===== src/rtl/i2s_target_rx.sv =====
// -----------------------------------------------------------------------------
// i2s_target_rx
//
// I2S target (slave) receiver. SCK, WS and SD come from an external master and
// are brought into the lmmi_clk_i domain through identical synchronizers, so
// the three stay mutually aligned. Each detected SCK rising edge samples WS and
// SD. Words are MSB first with the standard one-bit WS delay. The edge on which
// WS changes carries the last bit of the slot that is ending.
//
// Ports
//   lmmi_clk_i      system clock, all logic on its rising edge
//   reset           synchronous, active-high reset
//   conf_en_i       receiver enable (0 = idle, outputs hold, synchronizers run)
//   conf_swap_i     0: WS low is left, 1: WS high is left
//   i2s_sck_i       bit clock (asynchronous)
//   i2s_ws_i        word select (asynchronous)
//   i2s_sd_i        serial data (asynchronous)
//   left_o          last complete left sample, left-justified, zero padded
//   right_o         last complete right sample, left-justified, zero padded
//   sample_valid_o  one-cycle pulse when left_o/right_o are updated together
//   frame_err_o     one-cycle pulse when a slot closes with < DATA_WIDTH bits
//   locked_o        receiver aligned and delivering frames
//
// Strobe semantics: there is no back-pressure. sample_valid_o is high for
// exactly one cycle, in the same cycle that left_o/right_o first show the new
// pair. The pair then holds until the next strobe; a consumer that misses the
// strobe may still read the held pair but cannot tell it apart from the old one.
// -----------------------------------------------------------------------------
module i2s_target_rx #(
   parameter int DATA_WIDTH     = 24,
   parameter int SYNC_STAGES    = 2,
   parameter int TIMEOUT_CYCLES = 1024
) (
   input  logic                  lmmi_clk_i,
   input  logic                  reset,
   input  logic                  conf_en_i,
   input  logic                  conf_swap_i,
   input  logic                  i2s_sck_i,
   input  logic                  i2s_ws_i,
   input  logic                  i2s_sd_i,
   output logic [DATA_WIDTH-1:0] left_o,
   output logic [DATA_WIDTH-1:0] right_o,
   output logic                  sample_valid_o,
   output logic                  frame_err_o,
   output logic                  locked_o
);

   localparam int CNT_W  = $clog2(DATA_WIDTH + 1);
   localparam int IDLE_W = $clog2(TIMEOUT_CYCLES + 1);
   localparam logic [DATA_WIDTH-1:0] MSB_ONE = {1'b1, {(DATA_WIDTH-1){1'b0}}};

   // state_q is the observable FSM state for checkers
   typedef enum logic [1:0] {
      ST_IDLE  = 2'd0,
      ST_LEFT  = 2'd1,
      ST_RIGHT = 2'd2
   } state_t;

   state_t state_q, state_d;

   // ---------------------------------------------------------------------------
   // Input synchronizers. Not reset: they only carry the external lines, and
   // keeping them running through reset avoids a false SCK edge on release.
   // ---------------------------------------------------------------------------
   logic [SYNC_STAGES-1:0] sck_sync, ws_sync, sd_sync;
   logic                   sck_d;

   always_ff @(posedge lmmi_clk_i) begin
      sck_sync <= {sck_sync[SYNC_STAGES-2:0], i2s_sck_i};
      ws_sync  <= {ws_sync[SYNC_STAGES-2:0],  i2s_ws_i};
      sd_sync  <= {sd_sync[SYNC_STAGES-2:0],  i2s_sd_i};
      sck_d    <= sck_sync[SYNC_STAGES-1];
   end

   logic sck_s, ws_s, sd_s;
   assign sck_s = sck_sync[SYNC_STAGES-1];
   assign ws_s  = ws_sync[SYNC_STAGES-1];
   assign sd_s  = sd_sync[SYNC_STAGES-1];

   // ---------------------------------------------------------------------------
   // Datapath registers
   // ---------------------------------------------------------------------------
   logic [DATA_WIDTH-1:0] shift_q, shift_d;
   logic [DATA_WIDTH-1:0] hold_q, hold_d;
   logic [DATA_WIDTH-1:0] left_q, left_d;
   logic [DATA_WIDTH-1:0] right_q, right_d;
   logic [CNT_W-1:0]      cnt_q, cnt_d;
   logic [IDLE_W-1:0]     idle_cnt_q, idle_cnt_d;
   logic                  ws_prev_q, ws_prev_d;
   logic                  prev_valid_q, prev_valid_d;  // ws_prev_q holds a real sample
   logic                  valid_q, valid_d;
   logic                  err_q, err_d;
   logic                  locked_q, locked_d;

   // ---------------------------------------------------------------------------
   // Edge / channel decode
   // ---------------------------------------------------------------------------
   logic sck_edge, ws_change, left_start, timeout_hit;

   assign sck_edge   = sck_s & ~sck_d;
   assign ws_change  = prev_valid_q & (ws_s ^ ws_prev_q);
   // channel 1 (right) at the previous edge, channel 0 (left) now
   assign left_start = prev_valid_q & (ws_prev_q ^ conf_swap_i) & ~(ws_s ^ conf_swap_i);
   // a detected edge in the same cycle takes priority over the timeout
   assign timeout_hit = ~sck_edge & (idle_cnt_q == IDLE_W'(TIMEOUT_CYCLES - 1));

   // Slot contents including this edge's bit; bits past DATA_WIDTH are dropped.
   logic                  can_write;
   logic [DATA_WIDTH-1:0] shift_w;
   logic [CNT_W-1:0]      cnt_w;
   logic                  short_slot;

   always_comb begin
      can_write  = (cnt_q < CNT_W'(DATA_WIDTH));
      shift_w    = shift_q;
      cnt_w      = cnt_q;
      if (can_write) begin
         cnt_w = cnt_q + CNT_W'(1);
         if (sd_s) begin
            shift_w = shift_q | (MSB_ONE >> cnt_q);
         end
      end
      short_slot = (cnt_w < CNT_W'(DATA_WIDTH));
   end

   // ---------------------------------------------------------------------------
   // FSM: state register
   // ---------------------------------------------------------------------------
   always_ff @(posedge lmmi_clk_i) begin
      if (reset) begin
         state_q <= ST_IDLE;
      end else begin
         state_q <= state_d;
      end
   end

   // ---------------------------------------------------------------------------
   // FSM: next state
   // ---------------------------------------------------------------------------
   always_comb begin
      state_d = state_q;
      if (!conf_en_i) begin
         state_d = ST_IDLE;
      end else if (sck_edge) begin
         unique case (state_q)
            ST_IDLE:  if (left_start) state_d = ST_LEFT;
            ST_LEFT:  if (ws_change)  state_d = ST_RIGHT;
            ST_RIGHT: if (ws_change)  state_d = ST_LEFT;
            default:  state_d = ST_IDLE;
         endcase
      end else if (timeout_hit) begin
         state_d = ST_IDLE;
      end
   end

   // ---------------------------------------------------------------------------
   // FSM: outputs / datapath next values
   // ---------------------------------------------------------------------------
   always_comb begin
      shift_d      = shift_q;
      cnt_d        = cnt_q;
      hold_d       = hold_q;
      left_d       = left_q;
      right_d      = right_q;
      ws_prev_d    = ws_prev_q;
      prev_valid_d = prev_valid_q;
      idle_cnt_d   = idle_cnt_q;
      valid_d      = 1'b0;
      err_d        = 1'b0;
      locked_d     = locked_q;

      if (!conf_en_i) begin
         shift_d      = '0;
         cnt_d        = '0;
         prev_valid_d = 1'b0;
         idle_cnt_d   = '0;
         locked_d     = 1'b0;
      end else if (sck_edge) begin
         ws_prev_d    = ws_s;
         prev_valid_d = 1'b1;
         idle_cnt_d   = '0;
         unique case (state_q)
            ST_LEFT, ST_RIGHT: begin
               if (ws_change) begin
                  // closing edge: its bit belongs to the slot now ending
                  err_d   = short_slot;
                  shift_d = '0;
                  cnt_d   = '0;
                  if (state_q == ST_LEFT) begin
                     hold_d = shift_w;
                  end else begin
                     left_d   = hold_q;
                     right_d  = shift_w;
                     valid_d  = 1'b1;
                     locked_d = 1'b1;
                  end
               end else begin
                  shift_d = shift_w;
                  cnt_d   = cnt_w;
               end
            end
            default: begin
               // idle: data ignored, slot starts clean on a left-start edge
               shift_d = '0;
               cnt_d   = '0;
            end
         endcase
      end else begin
         if (idle_cnt_q != IDLE_W'(TIMEOUT_CYCLES)) begin
            idle_cnt_d = idle_cnt_q + IDLE_W'(1);
         end
         if (timeout_hit) begin
            shift_d      = '0;
            cnt_d        = '0;
            prev_valid_d = 1'b0;
            locked_d     = 1'b0;
         end
      end
   end

   always_ff @(posedge lmmi_clk_i) begin
      if (reset) begin
         shift_q      <= '0;
         cnt_q        <= '0;
         hold_q       <= '0;
         left_q       <= '0;
         right_q      <= '0;
         ws_prev_q    <= 1'b0;
         prev_valid_q <= 1'b0;
         idle_cnt_q   <= '0;
         valid_q      <= 1'b0;
         err_q        <= 1'b0;
         locked_q     <= 1'b0;
      end else begin
         shift_q      <= shift_d;
         cnt_q        <= cnt_d;
         hold_q       <= hold_d;
         left_q       <= left_d;
         right_q      <= right_d;
         ws_prev_q    <= ws_prev_d;
         prev_valid_q <= prev_valid_d;
         idle_cnt_q   <= idle_cnt_d;
         valid_q      <= valid_d;
         err_q        <= err_d;
         locked_q     <= locked_d;
      end
   end

   assign left_o         = left_q;
   assign right_o        = right_q;
   assign sample_valid_o = valid_q;
   assign frame_err_o    = err_q;
   assign locked_o       = locked_q;

endmodule


===== config.mk =====
export PLATFORM = sky130hd
export DESIGN_NAME = i2s_target_rx
export DESIGN_NICKNAME = d
export VERILOG_FILES = /design/src/rtl/i2s_target_rx.sv
export SDC_FILE = /design/constraint.sdc
export NUM_CORES = 1
export LEC_CHECK = 0
export BUFFER_PORTS_ARGS = -buffer_cell sky130_fd_sc_hd__buf_4
export CAP_MARGIN = 20
export CELL_PAD_IN_SITES_DETAIL_PLACEMENT = 0
export CELL_PAD_IN_SITES_GLOBAL_PLACEMENT = 1
export CORE_UTILIZATION = 39
export CTS_CLUSTER_SIZE = 20
export DETAILED_ROUTE_END_ITERATION = 6
export PLACE_DENSITY = 0.84
export SKIP_CTS_REPAIR_TIMING = 1
export SLEW_MARGIN = 20
export SYNTH_ARGS = -nofsm -noshare
export SYNTH_HDL_FRONTEND = slang
export SYNTH_SLANG_ARGS = --single-unit
export TNS_END_PERCENT = 30

===== constraint.sdc =====
create_clock -name lmmi_clk_i -period 1.8 [get_ports lmmi_clk_i]
set_input_delay 0 -clock lmmi_clk_i [delete_from_list [all_inputs] [get_ports lmmi_clk_i]]
set_output_delay 0 -clock lmmi_clk_i [all_outputs]
set_load 0.01 [all_outputs]

==> results of run 1 <==
-- metrics by stage --
step,cell area (um^2),worst slack (ns),power [W],TNS (ns)
after floorplan,4980,0.0699,0.00294,0
after global placement,5610,0.0679,0.00298,0
after detailed placement,5610,-0.0156,0.00299,-0.0183
after CTS,6250,-0.0349,0.00666,-0.139
after global routing,6560,-0.0131,0.00682,-0.0215
final,6560,0.0410,0.00663,0
-- cells by family (layout without fill, tap and decap cells) --
family	after synthesis	in the layout	synth area share (%)
simple gates	224	225	21.3
flops	126	126	50.6
buf+inv	51	130	4.75
mux	2	2	0.402
compound gates	142	142	17.8
xor+xnor	12	12	2.11
fa+ha+maj	12	12	3.01
-- tightest hold or removal path, cell delays in order --
cell	delay, ns
buf_4	0.09
nor2b_1	0.08
nand3_1	0.15
nor2_1	0.06
-- Yosys cell counts (all sizes together) (2+ instances only) --
cell    instances  area [um^2]
nor3            3         15.0
and4            3         26.3
nand2          63          236
a21oi          67          335
nand4           6         37.5
xnor2           4         35.0
nand3          41          205
dfxtp         126         2520
buf            17          109
mux2i           2         20.0
nand2b         20          125
nand3b          2         15.0
xor2            8         70.1
o21ai           2         10.0
nor2b           6         37.5
a31oi          16          100
nand4b          2         17.5
a22o            2         17.5
ha             12          150
nor2           66          248
clkbuf         26         97.6
and2            2         12.5
a211oi         49          373
inv             8         30.0
nor4            2         18.8
and3b           3         26.3
-- registers in the layout, summed over array words and instances (netlist names) --
name and flops:
sck_d 1, left_o 24, locked_o 1, right_o 24
sample_valid_o 1, sck_sync 2, state_q 2, ws_sync 2
cnt_q 5, ws_prev_q 1, shift_q 24, idle_cnt_q 11
frame_err_o 1, hold_q 24, prev_valid_q 1, sd_sync 2
-- placed cells by master, fill, tap and decap left out, types with 3 or more instances in the layout --
cell type | Yosys | routed
dfxtp_1 | 126 | 124
buf_4 | 3 | 74
nor2_1 | 66 | 66
a21oi_1 | 67 | 66
nand2_1 | 63 | 63
a211oi_1 | 48 | 43
nand3_1 | 41 | 41
clkbuf_16 | 0 | 22
nand2b_1 | 20 | 20
a31oi_1 | 16 | 16
ha_1 | 12 | 10
xor2_1 | 8 | 7
inv_1 | 8 | 6
nand4_1 | 6 | 6
a211oi_2 | 1 | 6
nor2b_1 | 6 | 5
bufinv_16 | 0 | 5
xnor2_1 | 4 | 4
clkinv_2 | 0 | 4
buf_6 | 3 | 4
dlygate4sd3_1 | 0 | 4
buf_12 | 0 | 4
nor3_1 | 3 | 3
clkinvlp_4 | 0 | 3
-- cell type report --
class	count	area share [%]
Clock buffer	19	6.75
Clock inverter	12	2.94
Inverter	8	0.458
Multi-Input combinational cell	393	35.3
Sequential cell	126	38.5
Tap cell	168	3.20
Timing Repair Buffer	91	12.9
-- worst max path at each step --
stage,cells after the start,endpoint,start
2_1_floorplan,8,cnt_q[2],state_q[0]
3_3_place_gp,7,right_o[9],state_q[0]
3_5_place_dp,7,right_o[1],state_q[0]
4_1_cts,7,hold_q[3],state_q[1]
5_1_grt,7,right_o[18],state_q[1]
6_report,7,right_o[9],state_q[1]
-- report_power, final --
group | total (W) | switching (W) | internal (W)
Combinational | 0.000130 | 0.0000860 | 0.0000436
Clock | 0.00369 | 0.00122 | 0.00247
Sequential | 0.00281 | 0.0000114 | 0.00280
Total | 0.00663 | 0.00132 | 0.00532
-- per-layer routing --
| layer | GRT usage (%) | up-vias |
|---|---|---|
| li1 | - | 2129 |
| met1 | 23.7 | 2138 |
| met2 | 28.2 | 142 |
| met3 | 5.22 | 26 |
| met4 | 8.66 | 0 |
| met5 | 0 | - |
==> out/qor.yml, run 1 <==
drt:
  wl_met3_um: 693
  routed_wl_um: 13200
  vias_per_cell: 5.43
  drt-met1-wl_um: 5890
  drt-initial-drc-count: 395
  drt-pass1-iter-count: 5
  top_layer_used: "met4"
  remaining_drc_errors: 0
  vias: 4435
  post_drt_wl_per_cell_um: 16.2
  wl_met2_um: 6380
  ant_nets: 0
critical_path:
  end_kind: "register"
  crit_buf_inv: 2
  r2r_start: "state_q[1]"
  cp_cell_sequence: "inv_2, ha_4, and3b_2, and4_4, clkbuf_16, nor2_1, a211oi_1"
  critical_path_class: "register to register"
  cpMaxStageDelayCell: "and4_4"
  worstPathArrival_ns: 2.08
  r2r_end: "right_o[9]"
  cp.required_ns: 2.13
  reg2regPathDepth: 7
  start_kind: "register"
  reg2reg_slack_ns: 0.04
  crit_family: "simple AND/OR/NAND/NOR gates"
  cp_slowest_stage_delay_ns: 0.36
  cp_max_fo: 5
worst_hold_path:
  hold_start: "reset"
  hp-class: "input pin to register"
  worstHoldEndpoint: "idle_cnt_q[2]"
  hold_depth: 4
clocking:
  cts_buffers: 17
  clock_sinks: 126
  htree_levels: 4
  clk_latency_ns: 0.42
  clkTransAtPathRegs_ns: 0.06
  cts_tree: "yes"
  clock_path_buffers: 2
  cts-root-buf: "clkbuf_16"
die:
  die_x_um: 115
  start_util_pct: 40.8
  ios: 58
  core_um2: 12200
  rows: 40
  dieArea_um2: 13200
  die_y_um: 115
synth:
  synth.yosys.seq_area_share_pct: 50.6
  synth_area_um2: 4980
  ys_ff_latch: 126
  synthCells: 569
  yosysUniqueCellTypes: 42
  yosysWarnings: 0
  syn-num-nets: 588
  postSynthAreaPerCell_um2: 8.76
  synth-edff-count: 0
  async_flop_share_pct: 0
  synth-main-ff-cell: "dfxtp_1"
layout:
  final_cells: 817
  fillCellCount: 1124
  seq_area_um2: 2520
  finalNetCount: 656
  drive_gt1_share_pct: 21.3
  areaGrowthSynthToFinish_pct: 31.7
  diodes: 0
  multi_input_area_um2: 2320
  final_core_util_pct: 53.7
timing:
  clock-skew-final_ns: 0.00822
  maxSlewHeadroom_pct: 49.2
  fmax_ghz: 0.569
  layout_min_cycle_time_ns: 1.76
  slew_viol_final: 0
  hold_viol: 1
  post-route-period-util_pct: 97.7
  worst_pin_slew_ns: 0.762
  setup-violations-final: 0
  hold_ws_ns: -0.00295
power_and_ir_drop:
  power_density_nw_per_um2: 1010
  power.leakage_nw: 2.34
  vdd_drop_max_mv: 0.611
global_route:
  grt_pass1_wl_um: 18800
  antenna_found_initial: 0
  grt_max_degree: 74
  grt_pass1_vias: 3928
  track_usage_pct: 18.3
  gr-total-overflow: 0
run_status:
  status: "complete, but fails checks"
  violations: "negative hold slack"
placed_design:
  io_buffers: 57
  placedCellCount: 769
  dp_hpwl_um: 7550
  gp_congestion: 0.808
flow_run:
  max_cap_viol_count: 0
(Power assumes the default switching activity.)
==> inputs of run 2 (changes only) <==
Settings changed: CORE_UTILIZATION 39 to 41, CTS_BUF_LIST set to sky130_fd_sc_hd__clkbuf_4 sky130_fd_sc_hd__clkbuf_8, PLACE_DENSITY 0.84 to 0.87.
==> run 2 against run 1 <==
Critical endpoint is now right_o[21]; combinational power shrank 4%; maximum frequency down 0.79%; the run ends with design-rule violations, negative hold slack left; clock power shrank 33%; global-route usage is 0.098 points higher; worst setup slack got worse by 0.014 ns; worst hold slack worse by 0.0077 ns; sequential share of layout area rose by 1.7 points; clock skew is 0.0017 ns higher; die area fell by 4.8%; critical path type unchanged.
==> out/qor.yml, run 2 (same netlist as run 1, synthesis figures left out) <==
run_status:
  status: "complete, but fails checks"  # unchanged
  violations: "design-rule violations, negative hold slack"  # was negative hold slack
power_and_ir_drop:
  power.leakage_nw: 2.22  # was 2.34 nW
  power_density_nw_per_um2: 863  # was 1010 nW/um^2
  vdd_drop_max_mv: 0.351  # was 0.611 mV
timing:
  post-route-period-util_pct: 98.5  # was 97.7%
  worst_pin_slew_ns: 0.764  # was 0.762 ns
  layout_min_cycle_time_ns: 1.77  # was 1.76 ns
  setup-tns-final_ns: 0  # unchanged
  maxSlewHeadroom_pct: 49.1  # was 49.2%
  slew_viol_final: 0  # unchanged
  hold_ws_ns: -0.0106  # was -0.00295 ns
  clock-skew-final_ns: 0.00995  # was 0.00822 ns
  rsz0062_at_grt: "yes"
  fmax_ghz: 0.564  # was 0.569 GHz
  setup-violations-final: 0  # unchanged
  hold_viol: 4  # was 1
drt:
  routed_wl_um: 11800  # was 13200 um
  vias: 4264  # was 4435
  vias_per_cell: 5.39  # was 5.43
  drt-initial-drc-count: 287  # was 395
  remaining_drc_errors: 8  # was 0
  drt-pass1-iter-count: 7  # was 5
  ant_nets: 0  # unchanged
  post_drt_wl_per_cell_um: 14.9  # was 16.2 um
critical_path:
  cp_slowest_stage_delay_ns: 0.40  # was 0.36 ns
  start_kind: "register"  # unchanged
  worstPathArrival_ns: 2.11  # was 2.08 ns
  critical_path_class: "register to register"  # unchanged
  cp_max_fo: 8  # was 5
  end_kind: "register"  # unchanged
  cp_cell_sequence: "buf_4, ha_2, nor2b_1, and4_4, buf_8, nor2_1, a211oi_1"  # was inv_2, ha_4, and3b_2, and4_4, clkbuf_16, nor2_1, a211oi_1
  cp.required_ns: 2.13  # about the same
  cpMaxStageDelayCell: "and4_4"  # unchanged
clocking:
  clk_latency_ns: 0.44  # was 0.42 ns
  cts_tree: "yes"  # unchanged
  clock_path_buffers: 2  # unchanged
  htree_levels: 4  # unchanged
  cts-root-buf: "clkbuf_8"  # was clkbuf_16
  cts_buffers: 17  # unchanged
  clock_sinks: 126  # unchanged
  clkTransAtPathRegs_ns: 0.07  # was 0.06 ns
global_route:
  grt_pass1_vias: 3762  # was 3928
  track_usage_pct: 18.4  # was 18.3%
  gr-total-overflow: 0  # unchanged
  grt_pass1_wl_um: 18500  # was 18800 um
  antenna_found_initial: 0  # unchanged
  grt_max_degree: 73  # was 74
flow_run:
  max_cap_viol_count: 0  # unchanged
layout:
  diodes: 0  # unchanged
  fin_area_um2: 6280  # was 6560 um^2
  areaGrowthSynthToFinish_pct: 26.0  # was 31.7%
  final_core_util_pct: 54.1  # was 53.7%
  fillCellCount: 1058  # was 1124
  final_cells: 791  # was 817
  drive_gt1_share_pct: 21.0  # was 21.3%
  layout_common_cells: "dfxtp_1, buf_4, nor2_1, a21oi_1, nand2_1"  # unchanged
  finalNetCount: 654  # was 656
  seq_area_um2: 2520  # unchanged
  multi_input_area_um2: 2290  # was 2320 um^2
  final_common_cell: "dfxtp_1"  # unchanged
die:
  ios: 58  # unchanged
  start_util_pct: 42.9  # was 40.8%
  die_x_um: 112  # was 115 um
  die_y_um: 112  # was 115 um
  dieArea_um2: 12600  # was 13200 um^2
  rows: 39  # was 40
  core_um2: 11600  # was 12200 um^2
placed_design:
  dpl_cell_area_um2: 5600  # was 5610 um^2
  dp_hpwl_um: 7490  # was 7550 um
  placedCellCount: 746  # was 769
  gp_congestion: 0.788  # was 0.808
  io_buffers: 57  # unchanged
worst_hold_path:
  hp-class: "input pin to register"  # unchanged
-- run 2: changes by cell type in the layout (fill, tap and decap cells not counted), moves of 2 or more --
cell           delta
clkbuf_8         +21
clkbuf_16        -17
bufinv_16         -3
buf_4             -2
buf_6             -2
dlygate4sd3_1     +2
-- run 2: layer usage --
layer / GRT usage, % / wire, um
met4: 7.91 / 197
met5: 0 / 0
met1: 24.9 / 5640
met3: 4.27 / 489
met2: 28.2 / 5470
-- run 2: path summary, 6_finish.rpt --
check | slack [ns] | startpoint | endpoint | depth (start not counted)
min reg2reg | 0.33 | sd_sync[0] | sd_sync[1] | 0
max reg2reg | 0.03 | state_q[0] | right_o[21] | 7
min | -0.01 | reset | idle_cnt_q[2] | 4
max | 0.03 | state_q[0] | right_o[21] | 7
-- run 2: cell type report --
type / count / share of cell area, %
inverters: 8 / 0.478
multi-input cells: 392 / 36.5
flip-flops and latches: 126 / 40.2
clock buffers: 22 / 4.82
clock inverters: 10 / 1.75
well taps: 143 / 2.85
repair buffers: 90 / 13.4
-- run 2: stage by stage --
stage          setup slack, ns  total power (W)
3_3_place_gp            0.0960          0.00298
2_1_floorplan           0.0699          0.00294
4_1_cts                -0.0145          0.00546
6_report                0.0271          0.00542
5_1_grt                -0.0488          0.00561
3_5_place_dp            0.0144          0.00298
-- run 2: power breakdown --
| group | switching (W) | internal [W] |
|---|---|---|
| clock network | 0.00108 | 0.00140 |
| registers | 0.0000103 | 0.00280 |
| logic | 0.0000823 | 0.0000426 |
| total | 0.00118 | 0.00424 |
-- run 2: critical path, delay by kind of cell, from the launching register on --
kind	cells	cell delay (ns)
compound gates	1	0.25
fa+ha+maj	1	0.21
buf+inv	2	0.29
flops	1	0.33
simple gates	3	0.59
